### src/rtl/sensor_conditioner.sv
// Sensor front end: 2-FF synchronised, debounced door/window/fire lines and a
// stability-filtered, slew-limited temperature. Optional macro: FIRE_FASTPATH_EN.
module sensor_conditioner #(
  parameter int unsigned DEB_CYCLES  = 4,
  parameter int unsigned TEMP_STABLE = 4,
  parameter int unsigned MAX_STEP    = 10
) (
  input  logic       clk,
  input  logic       Rst,
  input  logic       raw_fd,
  input  logic       raw_rd,
  input  logic       raw_w,
  input  logic       raw_fa,
  input  logic [6:0] raw_temp,
  output logic       SFD,
  output logic       SRD,
  output logic       SW,
  output logic       SFA,
  output logic [6:0] ST,
  output logic       temp_valid,
  output logic       evt
);

  localparam int unsigned N_CH   = 4;
  localparam int unsigned CNT_W  = $clog2(DEB_CYCLES) + 1;
  localparam int unsigned TCNT_W = $clog2(TEMP_STABLE) + 1;
  localparam int unsigned FA_IDX = 3;

  logic [N_CH-1:0]            r_s1;
  logic [N_CH-1:0]            r_s2;
  logic [N_CH-1:0]            r_out;
  logic [N_CH-1:0][CNT_W-1:0] r_cnt;
  logic                       r_evt;
  logic [6:0]                 r_tcap;
  logic [TCNT_W-1:0]          r_tcnt;
  logic [6:0]                 r_st;
  logic                       r_valid;

  logic [N_CH-1:0]            w_raw;
  logic [N_CH-1:0]            w_out_nxt;
  logic [N_CH-1:0]            w_flip;
  logic [N_CH-1:0][CNT_W-1:0] w_cnt_nxt;
  logic                       w_match;
  logic                       w_update;
  logic                       w_up;
  logic [6:0]                 w_diff;
  logic [6:0]                 w_st_nxt;

  assign w_raw = {raw_fa, raw_w, raw_rd, raw_fd};

  // Per-channel debounce: flip only after DEB_CYCLES consecutive mismatching edges.
  always_comb begin
    w_out_nxt = r_out;
    w_flip    = '0;
    w_cnt_nxt = '0;
    for (int i = 0; i < int'(N_CH); i++) begin
      if (r_s2[i] != r_out[i]) begin
        if (r_cnt[i] == CNT_W'(DEB_CYCLES - 1)) begin
          w_out_nxt[i] = r_s2[i];
          w_flip[i]    = 1'b1;
        end else begin
          w_cnt_nxt[i] = r_cnt[i] + CNT_W'(1);
        end
      end
    end
`ifdef FIRE_FASTPATH_EN
    // Fire alarm asserts immediately once synchronised; release stays debounced.
    if (r_s2[FA_IDX] && !r_out[FA_IDX]) begin
      w_out_nxt[FA_IDX] = 1'b1;
      w_flip[FA_IDX]    = 1'b1;
      w_cnt_nxt[FA_IDX] = '0;
    end
`endif
  end

  // Temperature acceptance and slew toward the captured value.
  always_comb begin
    w_match  = (raw_temp == r_tcap);
    w_update = w_match && (r_tcnt == TCNT_W'(TEMP_STABLE - 1));
    w_up     = (r_tcap > r_st);
    w_diff   = w_up ? (r_tcap - r_st) : (r_st - r_tcap);
    w_st_nxt = r_st;
    if (!r_valid) begin
      w_st_nxt = r_tcap;
    end else if (w_diff > 7'(MAX_STEP)) begin
      w_st_nxt = w_up ? (r_st + 7'(MAX_STEP)) : (r_st - 7'(MAX_STEP));
    end else begin
      w_st_nxt = r_tcap;
    end
  end

  always_ff @(posedge clk) begin
    if (!Rst) begin
      r_s1    <= '0;
      r_s2    <= '0;
      r_out   <= '0;
      r_cnt   <= '0;
      r_evt   <= 1'b0;
      r_tcap  <= '0;
      r_tcnt  <= '0;
      r_st    <= '0;
      r_valid <= 1'b0;
    end else begin
      r_s1   <= w_raw;
      r_s2   <= r_s1;
      r_out  <= w_out_nxt;
      r_cnt  <= w_cnt_nxt;
      r_evt  <= |w_flip;
      r_tcap <= raw_temp;
      if (w_update) begin
        r_tcnt  <= '0;
        r_st    <= w_st_nxt;
        r_valid <= 1'b1;
      end else if (w_match) begin
        r_tcnt <= r_tcnt + TCNT_W'(1);
      end else begin
        r_tcnt <= '0;
      end
    end
  end

  assign SFD        = r_out[0];
  assign SRD        = r_out[1];
  assign SW         = r_out[2];
  assign SFA        = r_out[FA_IDX];
  assign ST         = r_st;
  assign temp_valid = r_valid;
  assign evt        = r_evt;

endmodule

### config.mk
export PLATFORM = sky130hd
export DESIGN_NAME = sensor_conditioner
export DESIGN_NICKNAME = d
export VERILOG_FILES = /design/src/rtl/sensor_conditioner.sv
export SDC_FILE = /design/constraint.sdc
export NUM_CORES = 1
export LEC_CHECK = 0
export BUFFER_PORTS_ARGS = -buffer_cell sky130_fd_sc_hd__buf_2
export CORE_MARGIN = 2
export CORE_UTILIZATION = 56
export DETAILED_ROUTE_END_ITERATION = 12
export GPL_TIMING_DRIVEN = 0
export PLACE_DENSITY = 0.77
export SYNTH_ARGS = -nofsm -noshare
export SYNTH_HDL_FRONTEND = slang
export SYNTH_SLANG_ARGS = --single-unit
### constraint.sdc
create_clock -name clk -period 5.79 [get_ports clk]
set_clock_uncertainty 0.1 [all_clocks]
set_input_delay 1.737 -clock clk [delete_from_list [all_inputs] [get_ports clk]]
set_output_delay 1.737 -clock clk [all_outputs]
set_load 0.05 [all_outputs]
======== Word level (Yosys, flattened, before mapping) ========
Cells that the tools add are included.
storage, ports and cells
  bits in registers ....................... 43
  output and inout bits ................... 13
  word-level logic and storage cells ...... 65
  bits of input ports ..................... 13
operators by class
  mux-type cells .......................... 12
  magnitude comparators ................... 2
  bitwise operators ....................... 6
  $add $sub $neg .......................... 9
  reduce and logical (&&, ||, !) cells .... 11
  equal/unequal tests ..................... 10
operator list
  operator                                                                number
  7-bit two-way mux                                                       4
  3-bit by 1-bit adder with 3-bit output (second input constant)          5
  3-bit by 2-bit equality test with 1-bit output (second input constant)  5
  3-bit OR reduction                                                      5
  7-bit subtractor                                                        2
  1-bit two-way mux                                                       8
  2-bit AND reduction                                                     4
  7-bit by 4-bit adder with 7-bit output (second input constant)          1
  7-bit equality test                                                     1
  7-bit by 4-bit > comparator with 1-bit output (second input constant)   1
  7-bit > comparator                                                      1
  7-bit by 4-bit subtractor with 7-bit output (second input constant)     1
  1-bit inverter                                                          6
  1-bit inequality test                                                   4
  4-bit OR reduction                                                      1
  1-bit logical AND                                                       1

======== Longest topological paths before layout ========
Gate-level depths: netlist of run 1.
  depth after elaboration ................. 5
  mapped depth ............................ 15

======== Least setup slack after synthesis of run 1 ========
No wires, ideal clock.
  kind .................................... register -> register
  from .................................... reg r_st[6] (netlist: ST[6])
  to ...................................... reg r_st[6] (netlist: ST[6])
  clock period less this slack ............ 3.377 ns
  required time ........................... 5.574 ns
  stages on the path, launching flop included .. 15
  arrival ................................. 3.162 ns
  setup slack ............................. 2.413 ns
  cells stage by stage .................... dfxtp_1 -> inv_1 -> ha_1 -> clkbuf_1 -> nand4_1 -> o22ai_1 -> inv_1 -> ha_1 -> o21ai_0 -> o21bai_1 -> a21oi_1 -> xnor2_1 -> nor2_1 -> xnor2_1 -> a31o_1
on the way
  cells in the longest elaborated chain, start to end .. 5
ends and longest elaborated chain
  item                                                    line    source
  from (decl)                                             36      logic [6:0] r_st;
  from (signal assigned)                                  112     r_st <= w_st_nxt;
  7-bit subtractor or 7-bit > comparator (tied branches)  81, 80
  7-bit two-way mux                                       81      w_diff = w_up ? (r_tcap - r_st) : (r_st - r_tcap);
  7-bit by 4-bit > comparator with 1-bit output           85      end else if (w_diff > 7'(MAX_STEP)) begin
  7-bit two-way mux (*)                                   85
  7-bit two-way mux (*)                                   83      if (!r_valid) begin
Mark *: on every way between the ends. The rest lies on a longest branch, timed or not.
A chain may end at the register's enable or synchronous reset.

======== Worst setup path in the final report of run 1 ========
Same ends and word-level chain as after synthesis.

==> results.py, run 1 <==
metrics = {
    "finish": {
        "fillers": 345,
        "syn_to_final_growth_pct": 12.4,
        "fin_area_sq_um": 2730,
        "drive_gt1_frac": 0.129,
        "diodes": 0,
        "final_nets": 345,
    },
    "global_routing": {
        "track_usage": 0.206,
        "grt_max_degree": 15,
        "antenna_found_initial": 0,
        "gr-total-overflow": 0,
        "grt_pass1_vias": 1740,
        "grt_pass1_wl_um": 8110,
    },
    "floorplan": {
        "dieWidth_um": 69.8,
        "core_area_sq_um": 4090,
        "initial_core_util": 0.594,
        "dieArea_sq_um": 4870,
        "die_h_um": 69.8,
        "num_rows": 23,
        "ios": 26,
    },
    "clock_network": {
        "clock_path_buffers": 2,
        "ctsHoldBuffers": 0,
        "cts_root_buf": "clkbuf_8",
        "clk_pin_slew_ns": 0.09,
        "post_cts_resize_count": 0,
        "cts_tree": "built",
        "cts_sinks": 43,
        "numCtsBuffers": 5,
        "h-tree-depth": 2,
        "clock_latency_ns": 0.30,
        "cts_setup_buffers": 0,
    },
    "setup_path": {
        "r2r_start": "ST[6]",
        "critPathMaxFanout": 9,
        "cp-end-kind": "flip-flop",
        "worst_path_largest_cell_delay_ns": 0.52,
        "cp_cell_sequence": "inv_1 > ha_1 > clkbuf_1 > nand4_1 > o22ai_1 > inv_1 > ha_1 > o21ai_0 > o21bai_1 > a21oi_1 > xnor2_1 > nor2_1 > xnor2_1 > a31o_1",
        "crit_buf_inv": 3,
        "cp-start-kind": "flip-flop",
        "cp_top_family": "compound AO/OA/AOI/OAI gates",
        "cp.required_ns": 5.89,
        "cp-startpoint": "ST[6]",
        "crit_arrival_ns": 3.67,
        "critical_path_class": "reg -> reg",
        "slowest_stage": "o22ai_1",
    },
    "placement": {
        "hpwl_um": 3730,
        "placed_cell_area_sq_um": 2610,
        "io_buffers": 25,
        "gp_congestion": 0.825,
    },
    "power": {
        "seqPwrFrac": 0.503,
        "p_sw_frac": 0.246,
        "irDropWorstVdd_mv": 0.241,
        "power.leakage_nw": 1.25,
        "power.share.clock": 0.386,
        "p_int_mw": 0.460,
        "p_per_area_nw_per_um2": 224,
        "combinationalPowerShare": 0.111,
        "p_sw_mw": 0.150,
    },
    "synthesis": {
        "synth.lib_cells_used.distinct": 46,
        "async_flop_share": 0,
        "yosysWarnings": 0,
        "yosys.area.top_type_share": 0.355,
        "synth-edff-count": 0,
        "ys_seq_elements": 43,
        "synthCells": 270,
        "synth-main-ff-cell": "dfxtp_1",
        "synth.largest_area_cell": "dfxtp_1",
        "ys_seq_area_frac": 0.355,
        "synth.net_count": 313,
        "syn_area_sq_um": 2430,
        "synth_area_leaders": "dfxtp_1 (35%), ha_1 (14%), inv_1 (4.6%), nor2_1 (4.2%), and2_1 (3.9%)",
        "syn_area_per_cell_sq_um": 8.99,
    },
    "sta": {
        "worstMarginPinSlew_ns": 0.574,
        "max-slew-margin-rel": 0.618,
        "hold_viol": 0,
        "slew_viol_final": 0,
        "rsz0062_at_grt": "no",
        "setup_viol": 0,
        "fin_crit_ns": 3.57,
        "clock.fmax_ghz": 0.280,
        "setup-tns-final_ns": 0,
        "min_period_over_period": 0.616,
    },
    "routing": {
        "avgRoutedWirePerCell_um": 13.4,
        "drc_errors": 0,
        "ant_nets": 0,
        "drt_iter0_drc": 84,
        "drt_wl_total_um": 4730,
        "vias": 1895,
        "drt_pass1_iterations": 4,
        "avgViaCountPerCell": 5.37,
    },
    "run_status": {
        "outcome": "finished, final reports clean",
    },
    "hold_path": {
        "min_from": "r_tcnt[0]",
        "hold_class": "reg -> reg",
    },
    "job": {
        "max_cap_viol_count": 0,
    },
}
logic make-up (layout without fill, tap and decap cells):
group / Yosys count / after routing / share of synthesized area
xor gates and xnor gates: 18 / 18 / 0.0650
and+or+nand+nor: 84 / 84 / 0.185
buffers and inverters: 40 / 73 / 0.0681
adders and majority gates: 30 / 30 / 0.164
DFF: 43 / 43 / 0.355
AOI/OAI and AO/OA: 50 / 50 / 0.143
muxes: 5 / 5 / 0.0206
metrics by stage:
step	cells	setup slack [ns]	total power, mW	hold WS (ns)	utilization
floorplan	270	2.41	0.362	0.299	-
global placement	345	2.02	0.379	0.309	0.640
detailed placement	345	2.00	0.381	0.317	0.640
CTS	353	2.24	0.614	0.329	0.667
global route	353	1.90	0.635	0.346	0.667
finish	353	2.22	0.610	0.325	0.667
state kept, by name (all words and copies together) (netlist names):
signal,flops
r_tcnt,3
r_out,4
evt,1
r_s1,4
temp_valid,1
r_tcap,7
ST,7
r_s2,4
r_cnt,12
cells in the mapped netlist, types with 3 or more instances:
cell,number
dfxtp_1,43
inv_1,30
ha_1,27
nor2_1,27
and2_1,15
a21oi_1,12
o21ai_0,9
xnor2_1,9
xor2_1,9
clkbuf_1,7
nand2_1,6
and3_1,5
mux2i_1,5
nand3_1,5
nand3b_1,5
or3_1,5
a21o_1,4
nand2b_1,4
a211oi_1,3
fa_1,3
nor3_1,3
cell type report:
cell class | count | area (sq um) | area share
plain buffers | 10 | 52.6 | 0.0193
flip-flops and latches | 43 | 861 | 0.316
clock inverters | 3 | 43.8 | 0.0161
inverters | 30 | 113 | 0.0413
well taps | 50 | 62.6 | 0.0229
repair buffers | 25 | 125 | 0.0459
multi-input cells | 187 | 1400 | 0.514
clock buffers | 5 | 68.8 | 0.0252
power by group through the flow:
stage                     clock, mW  combinational (mW)  sequential (mW)
after floorplan                   0              0.0504            0.312
after global placement            0              0.0653            0.314
after detailed placement          0              0.0675            0.314
after CTS                     0.239              0.0678            0.307
after global routing          0.251              0.0766            0.308
final                         0.235              0.0679            0.307
routing by layer:
metal  vias up  share of wire  wire length [um]  GRT usage
li1        986              -                 -          -
met3         7          0.052               247     0.0436
met1       856           0.49              2310      0.296
met5         -              0                 0          0
met4         0          0.014                64     0.0598
met2        46           0.45              2110      0.311
worst paths after layout:
| check | end | slack, ns | cells past startpoint |
|---|---|---|---|
| setup / recovery | ST[6] | 2.22 | 14 |
| hold / removal | r_tcnt[0] | 0.32 | 1 |
| setup reg to reg | ST[6] | 2.22 | 14 |
| hold reg to reg | r_tcnt[0] | 0.32 | 1 |
placed cells by master, fill, tap and decap left out, types with 3 or more instances in the layout:
cell type and instances:
inv_1 30, nand3b_1 5, xor2_1 9, clkbuf_8 5, and2_1 15, ha_1 27, nand2b_1 4, nand3_1 5
xnor2_1 9, or3_1 5, a21o_1 4, o21ai_0 9, nor2_1 27, dfxtp_1 43, fa_1 3, mux2i_1 5
nor3_1 3, buf_2 25, nand2_1 6, and3_1 5, a21oi_1 12, clkbuf_1 7, a211oi_1 3
Power figures use the tool's default switching activity.
==> inputs of run 2 (changes only) <==
- CORE_UTILIZATION: 56 -> 53
- PLACE_DENSITY: 0.77 -> 0.76
- clock period: 5.79 -> 3.2 ns (I/O delays scaled with it)
==> run 2 against run 1 <==
Net effect:
- worst hold slack got worse by 0.0025 ns
- sequential share of layout area decreased by 0.50 points
- wire length grew 0.95%
- critical endpoint is now ST[5]
- largest power group unchanged
- global-route usage is 0.62 points lower
- maximum frequency up 20%
- die area increased by 5.3%
- largest cell class unchanged
- count of clock-buffer cells in the layout did not move
- highest routed layer unchanged
- cell area grew 3.1%
==> results.py, run 2 (same netlist as run 1, synthesis figures left out) <==
metrics = {
    "clock_network": {
        "numCtsBuffers": 5,
        "clock_latency_ns": 0.30,
        "cts_sinks": 43,
        "h-tree-depth": 2,
        "clk_pin_slew_ns": 0.09,
        "cts_root_buf": "clkbuf_8",
        "ctsHoldBuffers": 0,
        "clock_path_buffers": 2,
        "cts_tree": "built",
    },
    "sta": {
        "slew_viol_final": 0,
        "rsz0062_at_grt": "no",
        "max-slew-margin-rel": 0.613,
        "clock.fmax_ghz": 0.336,
        "setup_viol": 0,
        "fin_ws_ns": 0.223,
        "hold_viol": 0,
        "min_period_over_period": 0.930,
        "worstMarginPinSlew_ns": 0.576,
        "fin_crit_ns": 2.98,
        "holdWs_ns": 0.322,
    },
    "global_routing": {
        "gr-total-overflow": 0,
        "track_usage": 0.200,
        "antenna_found_initial": 0,
        "grt_pass1_vias": 1789,
        "grt_max_degree": 16,
        "grt_pass1_wl_um": 8060,
    },
    "floorplan": {
        "dieWidth_um": 71.7,
        "initial_core_util": 0.553,
        "dieArea_sq_um": 5130,
        "num_rows": 24,
        "ios": 26,
        "core_area_sq_um": 4380,
        "die_h_um": 71.7,
    },
    "finish": {
        "final_cells": 355,
        "largest_reg_flops": 12,
        "final_cell_mix": "dfxtp_1 (37), inv_1 (29), nor2_1 (27), buf_2 (25), ha_1 (23)",
        "layout_commonest_cell": "dfxtp_1",
        "final_nets": 345,
        "syn_to_final_growth_pct": 15.8,
        "largest-register": "r_cnt",
        "drive_gt1_frac": 0.188,
        "diodes": 0,
    },
    "placement": {
        "hpwl_um": 3640,
        "io_buffers": 25,
        "dp.cells": 347,
        "dpl_worst_slack_ns": -0.272,
        "gp_congestion": 0.899,
    },
    "power": {
        "power.share.clock": 0.337,
        "p_sw_frac": 0.269,
        "seqPwrFrac": 0.529,
        "p_per_area_nw_per_um2": 373,
        "p_int_mw": 0.765,
        "power.leakage_nw": 1.26,
        "combinationalPowerShare": 0.133,
        "power_mw": 1.05,
        "irDropWorstVdd_mv": 0.342,
        "p_sw_mw": 0.282,
    },
    "routing": {
        "drt_pass1_iterations": 4,
        "drt_iter0_drc": 136,
        "avgViaCountPerCell": 5.32,
        "avgRoutedWirePerCell_um": 13.4,
        "drc_errors": 0,
        "ant_nets": 0,
        "drt_wl_total_um": 4770,
        "vias": 1889,
    },
    "setup_path": {
        "cp.required_ns": 3.29,
        "cp-end-kind": "flip-flop",
        "crit_arrival_ns": 3.07,
        "r2r_start": "ST[1]",
        "cp-startpoint": "ST[1]",
        "critPathMaxFanout": 9,
        "r2r.worst_path.cells": 12,
        "critical_path_class": "reg -> reg",
        "critPathCapture": "ST[5]",
        "critical_path.reg2reg.endpoint": "ST[5]",
        "cp-start-kind": "flip-flop",
        "r2r_slack_ns": 0.22,
    },
    "run_status": {
        "outcome": "finished, final reports clean",
    },
    "hold_path": {
        "hold_class": "reg -> reg",
        "whs_path_depth": 1,
    },
    "job": {
        "max_cap_viol_count": 0,
    },
}
==> run 2: metal layers <==
metal  part of all wire  wire length (um)  up-vias  global-route usage
li1                   -                 -      985                   -
met1               0.51              2410      860               0.278
met2               0.44              2080       36               0.294
met3              0.041               196        8              0.0534
met4              0.017                79        0              0.0776
met5                  0                 0        -                   0
==> run 2: final cells by class <==
type | count | area, sq um
Buffer | 8 | 46.3
Clock buffer | 5 | 68.8
Clock inverter | 3 | 25.0
Fill cell | 358 | 1570
Inverter | 30 | 113
Multi-Input combinational cell | 187 | 1480
Sequential cell | 43 | 873
Tap cell | 52 | 65.1
Timing Repair Buffer | 27 | 140
==> run 2: metrics by stage <==
stage | cell area [sq um] | TNS [ns] | util
final | 2810 | 0 | 0.641
after global routing | 2810 | 0 | 0.641
after CTS | 2740 | 0 | 0.624
after detailed placement | 2620 | -0.506 | 0.598
after global placement | 2620 | -0.342 | 0.598
after floorplan | 2430 | 0 | -
==> run 2: how the worst min path moves through the flow <==
stage | from | to | slack, ns
after detailed placement | r_cnt[9] | r_cnt[9] | 0.31
after global placement | r_cnt[9] | r_cnt[9] | 0.31
after global routing | r_cnt[6] | r_cnt[6] | 0.34
final | r_cnt[6] | r_cnt[6] | 0.32
after floorplan | r_cnt[0] | r_cnt[0] | 0.30
after CTS | r_tcnt[0] | r_tcnt[0] | 0.33
==> run 2: repair_timing <==
| item | 4_1_cts | 5_1_grt |
|---|---|---|
| buffers inserted | 1 | 1 |
| gates resized for setup | 4 | 16 |
| pin swaps | 2 | 2 |
| endpoints found under the setup margin | 4 | 3 |
==> run 2: worst max-delay path, stage by stage, from the launching register on <==
cell      delay (ns)
dfxtp_4         0.43
inv_1           0.10
ha_1            0.32
nand2b_1        0.10
a211oi_2        0.27
o22ai_4         0.16
buf_4           0.16
fa_1            0.40
a21o_1          0.18
a21oi_1         0.17
xor2_1          0.15
o21ai_0         0.10
a31o_2          0.25
==> run 2: power by group through the flow <==
stage,registers [mW],logic [mW],clock network (mW)
floorplan,0.565,0.0912,0
global placement,0.567,0.119,0
detailed placement,0.568,0.121,0
CTS,0.555,0.129,0.360
global route,0.556,0.157,0.384
finish,0.554,0.140,0.354
